## src/rtl/umac_pkg.sv

```systemverilog
// umac_pkg: state type, default widths and signed accumulator bounds shared by the umac cells
package umac_pkg;
    typedef enum logic {IDLE, RUN} state_t;
    localparam int WIDTH_DEF = 16;
    localparam int LEN_W_DEF = 16;
    localparam int ACC_W_DEF = 16;
    function automatic int acc_max(input int acc_w);
        return (1 << (acc_w - 1)) - 1;
    endfunction
    function automatic int acc_min(input int acc_w);
        return -(1 << (acc_w - 1));
    endfunction
endpackage

```

## src/rtl/umac_acc.sv

```systemverilog
// umac_acc: signed up/down counter with clear; with UMAC_INNER_SAT_EN defined it clamps
// at the signed limits, otherwise it wraps.
module umac_acc
    import umac_pkg::*;
#(
    parameter int ACC_W = ACC_W_DEF
) (
    input  logic             clk,
    input  logic             rst,
    input  logic             clear,
    input  logic             enable,
    input  logic             dir,
    output logic [ACC_W-1:0] acc
);
    logic [ACC_W-1:0] nxt;
`ifdef UMAC_INNER_SAT_EN
    localparam logic [ACC_W-1:0] MAX = ACC_W'(acc_max(ACC_W));
    localparam logic [ACC_W-1:0] MIN = ACC_W'(acc_min(ACC_W));
    always_comb nxt = dir ? (acc == MIN ? acc : acc - 1'b1) : (acc == MAX ? acc : acc + 1'b1);
`else
    always_comb nxt = dir ? acc - 1'b1 : acc + 1'b1;
`endif
    always_ff @(posedge clk) begin
        if (rst || clear) acc <= '0;
        else if (enable) acc <= nxt;
    end
endmodule

```

## src/rtl/umac_inner.sv

```systemverilog
// umac_inner: unary-temporal MAC cell with stationary sign-magnitude weight, systolic forwarding
// and windowed signed accumulation; UMAC_INNER_SAT_EN selects a saturating accumulator.
module umac_inner
    import umac_pkg::*;
#(
    parameter int WIDTH = WIDTH_DEF,
    parameter int LEN_W = LEN_W_DEF,
    parameter int ACC_W = ACC_W_DEF
) (
    input  logic             clk,
    input  logic             rst,
    input  logic             i_w_load,
    input  logic [WIDTH-1:0] i_data_w,
    input  logic             i_start,
    input  logic [LEN_W-1:0] i_len,
    input  logic             i_bit_i,
    input  logic             i_sign_i,
    input  logic [WIDTH-2:0] i_randW,
    output logic [WIDTH-2:0] o_randW,
    output logic             o_bit_i,
    output logic             o_sign_i,
    output logic             o_bit,
    output logic             o_sign,
    output logic [ACC_W-1:0] o_acc,
    output logic             o_valid,
    output logic             o_busy
);
    state_t           state;
    logic [LEN_W-1:0] cnt;
    logic             w_sign;
    logic [WIDTH-2:0] w_mag;
    logic             start_ok;

    assign start_ok = state == IDLE && i_start;
    assign o_bit    = i_bit_i & (w_mag > o_randW);
    assign o_sign   = i_sign_i ^ w_sign;
    assign o_busy   = state == RUN;

    always_ff @(posedge clk) begin
        if (rst) begin
            state    <= IDLE;
            cnt      <= '0;
            w_sign   <= 1'b0;
            w_mag    <= '0;
            o_randW  <= '0;
            o_bit_i  <= 1'b0;
            o_sign_i <= 1'b0;
            o_valid  <= 1'b0;
        end else begin
            o_randW  <= i_randW;
            o_bit_i  <= i_bit_i;
            o_sign_i <= i_sign_i;
            o_valid  <= 1'b0;
            if (i_w_load && state == IDLE) {w_sign, w_mag} <= i_data_w;
            if (state == IDLE) begin
                if (i_start) begin
                    cnt <= i_len;
                    if (i_len == '0) o_valid <= 1'b1;
                    else state <= RUN;
                end
            end else begin
                // the last counted cycle is still accumulated by umac_acc on this same edge
                cnt <= cnt - 1'b1;
                if (cnt == LEN_W'(1)) begin
                    state   <= IDLE;
                    o_valid <= 1'b1;
                end
            end
        end
    end

    umac_acc #(.ACC_W(ACC_W)) u_acc (
        .clk    (clk),
        .rst    (rst),
        .clear  (start_ok),
        .enable (o_busy && o_bit),
        .dir    (o_sign),
        .acc    (o_acc)
    );
endmodule

```

## config.mk

```make
export PLATFORM = sky130hd
export DESIGN_NAME = umac_inner
export DESIGN_NICKNAME = d
export VERILOG_FILES = /design/src/rtl/umac_pkg.sv /design/src/rtl/umac_acc.sv /design/src/rtl/umac_inner.sv
export SDC_FILE = /design/constraint.sdc
export NUM_CORES = 1
export LEC_CHECK = 0
export CAP_MARGIN = 5
export CELL_PAD_IN_SITES_DETAIL_PLACEMENT = 1
export CELL_PAD_IN_SITES_GLOBAL_PLACEMENT = 2
export CORE_MARGIN = 1.5
export CORE_UTILIZATION = 28
export DETAILED_ROUTE_END_ITERATION = 6
export PLACE_DENSITY_LB_ADDON = 0.1
export SYNTH_ARGS = -nofsm -noshare
export SYNTH_HDL_FRONTEND = slang
export SYNTH_SLANG_ARGS = --single-unit
```

## constraint.sdc

```tcl
create_clock -name clk -period 4.1 [get_ports clk]
set_input_delay 0.82 -clock clk [delete_from_list [all_inputs] [get_ports clk]]
set_output_delay 0.82 -clock clk [all_outputs]
set_load 0.1 [all_outputs]
```

==> reports/metrics.yaml, run 1 <==
status: "finished clean"
grt_setup_unrepaired: "false"
p_sw_mw: 0.6447
nets: 642
rr_worst_depth: 10
synth_edf_count: 0
hold_viol: 0
synth-main-ff-cell: "dfxtp_1"
holdBufCountCts: 0
fp-row-count: 42
cp_slowest_cell: "clkdlybuf4s50_1"
cp_top_family: "buffers and inverters"
clock-sinks: 67
peakVddDrop_mv: 0.1956
crit_buf_inv: 2
max_cap_violations: 0
r2r-start: "w_sign"
async_flop_share_pct: 0
end_kind: "register"
first_pass_iters: 4
grt_overflow: 0
place_ws_ns: 0.3472
ff_latch_area_um2: 1341
port_buffers: 89
cpPeakStageDelay_ns: 0.54
setup_tns_ns: 0
hold_ws_ns: 0.4590
antenna_left: 0
postCtsSetupRepairBufs: 0
syn_area_per_cell_um2: 7.974
core_area_um2: 13190
setup_viol: 0
fp.dieH_um: 118.9
start_kind: "primary input"
power.share.clock_pct: 43.1
required_ns: 4.32
final_common_cell: "clkdlybuf4s50_1"
cts_buffers: 9
vias: 3597
syn_inst: 472
grt_max_degree: 30
relSlewSlack_pct: 31.77
r2r_setup_slack_ns: 1.39
drtIter0Drc: 93
clock_latency_ns: 0.34
num_io_pins: 90
p_per_area_nw_per_um2: 410.3
clock-root-buffer: "clkbuf_16"
dpl.hpwl_um: 8232
cts_tree: "done"
diodes: 0
cts.path.max_buffers: 2
leakage_nw: 2.053
final_cells: 738
gr-usage-all-layers_pct: 16.04
netlist_area_um2: 3764
dpl.cell_count: 722
setup_slack_ns: 0.7276
htreeDepth: 3
synth-seq-cells: 67
period_minus_slack_ns: 3.372
drc_errors: 0
ctsResizeCount: 0
yosysWarnings: 0
grt_pass1_vias: 3568
holdCritStartpoint: "w_mag[12]"
synth_fp_nets: 557
grt_pass1_wl_um: 17890
layout_common_cells: "clkdlybuf4s50_1 (85), dfxtp_1 (67), nand2_1 (60), a21oi_1 (55), nor2_1 (41)"
area_delta_synth_final_pct: 38.36
fin_crit_sh_pct: 82.25
postRouteWirelength_um: 10940
drive_gt1_share_pct: 5.872
cp_max_fo: 7
antenna_found_initial: 0
crit_chain: "clkdlybuf4s50_1 > xor2_2 > buf_4 > ha_1 > a21o_1 > or3_1 > o2111ai_1 > nor2_1 > mux2_1 > nand3_1 > a21oi_1"
p_int_mw: 1.492
synth_cell_type_count: 58
hold_depth: 2
multi_input_area_um2: 2262
slew_violations: 0
wire_per_inst_um: 14.82
fin_skew_ns: 0.006183
die_area_um2: 14150
swShare_pct: 30.17
clock.fmax_mhz: 296.5
p_comb_share_pct: 23.0
tightest_slew_ns: 1.020
clk_pin_slew_ns: 0.06
die_w_um: 118.9
place.gp.congestion: 0.8031
p_seq_share_pct: 33.8
synth_seq_area_share_pct: 35.64
r2r_end: "u_acc.acc[14]"
avgViaCountPerCell: 4.874
path_class: "in2reg"
crit_arrival_ns: 3.59
start_util_pct: 28.53
nFillCells: 1542
min_to: "w_mag[12]"
hold_path.class: "reg2reg"
## layer usage
layer  global-route usage [%]  vias to the layer above  part of all wire, %
li1                         -                     1833                    -
met1                    20.98                     1691                   48
met2                    25.80                       60                   46
met3                    3.305                       13                  3.6
met4                    6.551                        0                  1.7
met5                        0                        -                    0
## how the worst max path moves through the flow
stage / start / to / slack [ns] / depth (start not counted)
3_3_place_gp: i_sign_i / u_acc.acc[14] / 0.41 / 11
3_5_place_dp: i_sign_i / u_acc.acc[12] / 0.35 / 11
5_1_grt: i_sign_i / u_acc.acc[14] / 0.56 / 11
4_1_cts: i_sign_i / u_acc.acc[14] / 0.70 / 11
2_1_floorplan: o_randW[1] / o_bit / 0.04 / 7
6_report: i_sign_i / u_acc.acc[14] / 0.73 / 11
## flip-flops by register name, indices dropped and copies added (netlist names)
register,flops
w_mag,15
o_busy,1
w_sign,1
o_sign_i,1
cnt,16
o_randW,15
o_bit_i,1
u_acc.acc,16
o_valid,1
## cell type report
cell class,instances,area share (%)
Multi-Input combinational cell,359,43.44
Sequential cell,67,25.76
Timing Repair Buffer,96,18.12
Clock buffer,10,4.589
Tap cell,176,4.229
Clock inverter,6,2.138
Inverter,24,1.730
## cell families after synthesis
family                   synth area share, %
AND/OR/NAND/NOR                        24.30
XOR/XNOR                               2.094
flip-flops                             35.64
adder cells (fa/ha/maj)                10.84
buffers and inverters                  4.588
AO/OA/AOI/OAI                          19.28
multiplexers                           3.258
## power by group through the flow
stage,clock [mW],combinational (mW),sequential (mW)
final,0.922,0.492,0.723
after global routing,0.976,0.542,0.728
after CTS,0.951,0.499,0.723
after detailed placement,0,0.496,0.737
after global placement,0,0.492,0.736
after floorplan,0,0.253,0.820
## stage by stage
stage | util [%] | power (mW) | area, µm²
2_1_floorplan | - | 1.072 | 3771
3_3_place_gp | 36.82 | 1.228 | 4857
3_5_place_dp | 36.82 | 1.233 | 4857
4_1_cts | 39.48 | 2.173 | 5207
5_1_grt | 39.48 | 2.246 | 5207
6_report | 39.48 | 2.137 | 5207
## worst register-to-register path: cells and delay by family, from the launching register on
family	cells	cell delay, ns
adders and majority gates	1	0.31
muxes	1	0.32
AOI/OAI and AO/OA	3	0.54
and+or+nand+nor	3	0.51
buffers and inverters	1	0.22
xor gates and xnor gates	1	0.30
DFF	1	0.37
## synth_stat cells, types with 2 or more instances
library cell  instances  share of area (%)
dfxtp_1              67                 36
nand2_1              60                6.0
a21oi_1              55                7.3
nor2_1               41                4.1
ha_1                 31                 10
inv_1                24                2.4
nor2b_1              23                3.8
clkbuf_1             20                2.0
nor3_1               16                2.1
mux2i_1              10                2.7
nand3_1              10                1.3
o21ai_0              10                1.3
o21ai_1               9                1.2
a211oi_1              6                1.2
a21o_1                6                1.2
nor4_1                6                1.0
or3_1                 6                1.0
nand2b_1              5               0.83
o21a_1                5                1.0
xnor2_1               5                1.2
and3_1                4               0.66
xor2_1                4               0.93
o22ai_1               3               0.50
o31a_1                3               0.70
a22oi_1               2               0.40
a31oi_1               2               0.33
and2_1                2               0.33
buf_1                 2               0.20
nand3b_1              2               0.40
nand4_1               2               0.33
o211ai_1              2               0.40
o311ai_0              2               0.47
o41ai_1               2               0.47
(Power assumes the default switching activity.)
==> run 2: changes to the inputs <==
Settings changed: CORE_UTILIZATION 28 to 26.
Clock period 4.1 ns to 3.06 ns, I/O delays scaled along.
==> run 2 against run 1 <==
Compared with the run above: utilization down 0.097 points; sequential cell count unchanged; highest routed layer unchanged; critical path depth down 2; sequential power up 34%.
==> reports/metrics.yaml, run 2 (synthesized netlist as in run 1, its figures left out) <==
grt_setup_unrepaired: "false"
drc_errors: 0
power.share.clock_pct: 40.4
wire_per_inst_um: 15.41
grt_overflow: 0
hold_viol: 0
area_delta_synth_final_pct: 46.38
num_io_pins: 90
die_area_um2: 15210
fin_crit_sh_pct: 91.86
fp.dieH_um: 123.3
setup_viol: 0
max_cap_violations: 0
start_util_pct: 26.91
clk_pin_slew_ns: 0.06
port_buffers: 89
htreeDepth: 3
grt_pass1_wl_um: 19670
die_w_um: 123.3
p_per_area_nw_per_um2: 518.4
min_to: "w_mag[0]"
hold_ws_ns: 0.4556
clock.fmax_mhz: 355.7
antenna_found_initial: 0
setup_slack_ns: 0.2490
p_comb_share_pct: 25.6
rr_worst_depth: 9
leakage_nw: 2.318
largestRegisters: "cnt x16, u_acc.acc x16"
clock-sinks: 67
tightest_slew_ns: 0.7217
drive_gt1_share_pct: 19.73
clock_latency_ns: 0.35
fin_util_pct: 39.38
fin_skew_ns: 0.005613
cts_buffers: 9
grt_max_degree: 36
end_kind: "output pin"
first_pass_iters: 4
dpl.hpwl_um: 9216
required_ns: 2.45
crit_arrival_ns: 2.20
fp-row-count: 43
p_sw_mw: 0.9147
r2r-start: "o_randW[13]"
nets: 683
diodes: 0
p_seq_share_pct: 34.0
place_ws_ns: -0.2403
hold_path.class: "reg2reg"
holdCritStartpoint: "w_mag[0]"
cp_max_fo: 3
slew_violations: 0
place.gp.congestion: 0.7748
grt_busiest_layer: "met2"
use_met2_pct: 29.06
r2r_end: "u_acc.acc[4]"
path_class: "reg2out"
r2r_setup_slack_ns: 0.41
holdBufCountCts: 0
start_kind: "register"
cts_tree: "done"
peakVddDrop_mv: 0.2500
postRouteWirelength_um: 12060
gr-usage-all-layers_pct: 16.80
layout_common_cells: "buf_4 (83), dfxtp_1 (67), nand2_1 (60), a21oi_1 (52), clkdlybuf4s50_1 (50)"
final_common_cell: "buf_4"
grt_use_met3_pct: 4.751
avgViaCountPerCell: 4.860
clock-root-buffer: "clkbuf_16"
cts.path.max_buffers: 2
hold_depth: 2
relSlewSlack_pct: 51.73
status: "finished clean"
swShare_pct: 32.03
period_minus_slack_ns: 2.811
grtUsageMet1_pct: 20.13
core_area_um2: 13990
vias: 3805
antenna_left: 0
grt_pass1_vias: 3994
p_int_mw: 1.941
drtIter0Drc: 112
run 2: changes by cell type in the layout (fill, tap and decap cells not counted), sizes merged:
cell           previous run  this run
buf                      11        86
bufinv                    3         2
clkbuf                   10         9
clkdlybuf4s50            85        50
clkinvlp                  1         3
dlymetal6s2s              0         1
run 2: stage by stage:
step | setup TNS (ns) | power [mW] | cell area [µm²] | instances
2_1_floorplan | -0.5303 | 1.448 | 3832 | 472
4_1_cts | 0 | 2.903 | 5477 | 782
3_3_place_gp | -0.8344 | 1.711 | 5151 | 766
3_5_place_dp | -1.206 | 1.721 | 5151 | 766
5_1_grt | 0 | 3.013 | 5509 | 783
6_report | 0 | 2.856 | 5509 | 783
run 2: worst max-delay path by stage:
stage / from / cells past startpoint / slack, ns / end
6_report: o_randW[13] / 9 / 0.25 / o_bit
5_1_grt: o_randW[14] / 9 / 0.05 / o_bit
4_1_cts: o_randW[14] / 9 / 0.03 / u_acc.acc[5]
3_5_place_dp: i_sign_i / 11 / -0.24 / u_acc.acc[13]
3_3_place_gp: i_sign_i / 11 / -0.20 / u_acc.acc[14]
2_1_floorplan: i_sign_i / 9 / -0.14 / u_acc.acc[14]
run 2: power groups by stage:
stage / logic, mW / clock network [mW] / registers, mW
after CTS: 0.735 / 1.20 / 0.970
after detailed placement: 0.731 / 0 / 0.989
after global placement: 0.723 / 0 / 0.988
after floorplan: 0.349 / 0 / 1.10
final: 0.731 / 1.15 / 0.970
after global routing: 0.802 / 1.23 / 0.977
run 2: cell type report:
class,instances,area (µm²)
Fill cell,1708,8479
Multi-Input combinational cell,359,2346
Sequential cell,67,1341
Timing Repair Buffer,137,1181
Clock buffer,9,225.2
Tap cell,180,225.2
Clock inverter,7,100.1
Inverter,24,90.09
run 2: metal layers:
metal	vias to the layer above	part of all wire (%)
li1	1905	-
met1	1819	46
met2	69	49
met3	12	4.0
met4	0	1.2
met5	-	0
run 2: worst max-delay path, cell delays in order, from the launching register on:
cell and delay (ns):
dfxtp_1 0.33, inv_1 0.06, ha_1 0.29, nand3_1 0.12, nor3_1 0.19, nand2_1 0.11, o31ai_2 0.36, buf_4 0.19
a21oi_4 0.03, buf_12 0.16
run 2: timing repair:
| item | in CTS | in global routing |
|---|---|---|
| resized for setup | 0 | 5 |
| buffers inserted | 0 | 1 |
| setup endpoints to repair | 0 | 11 |
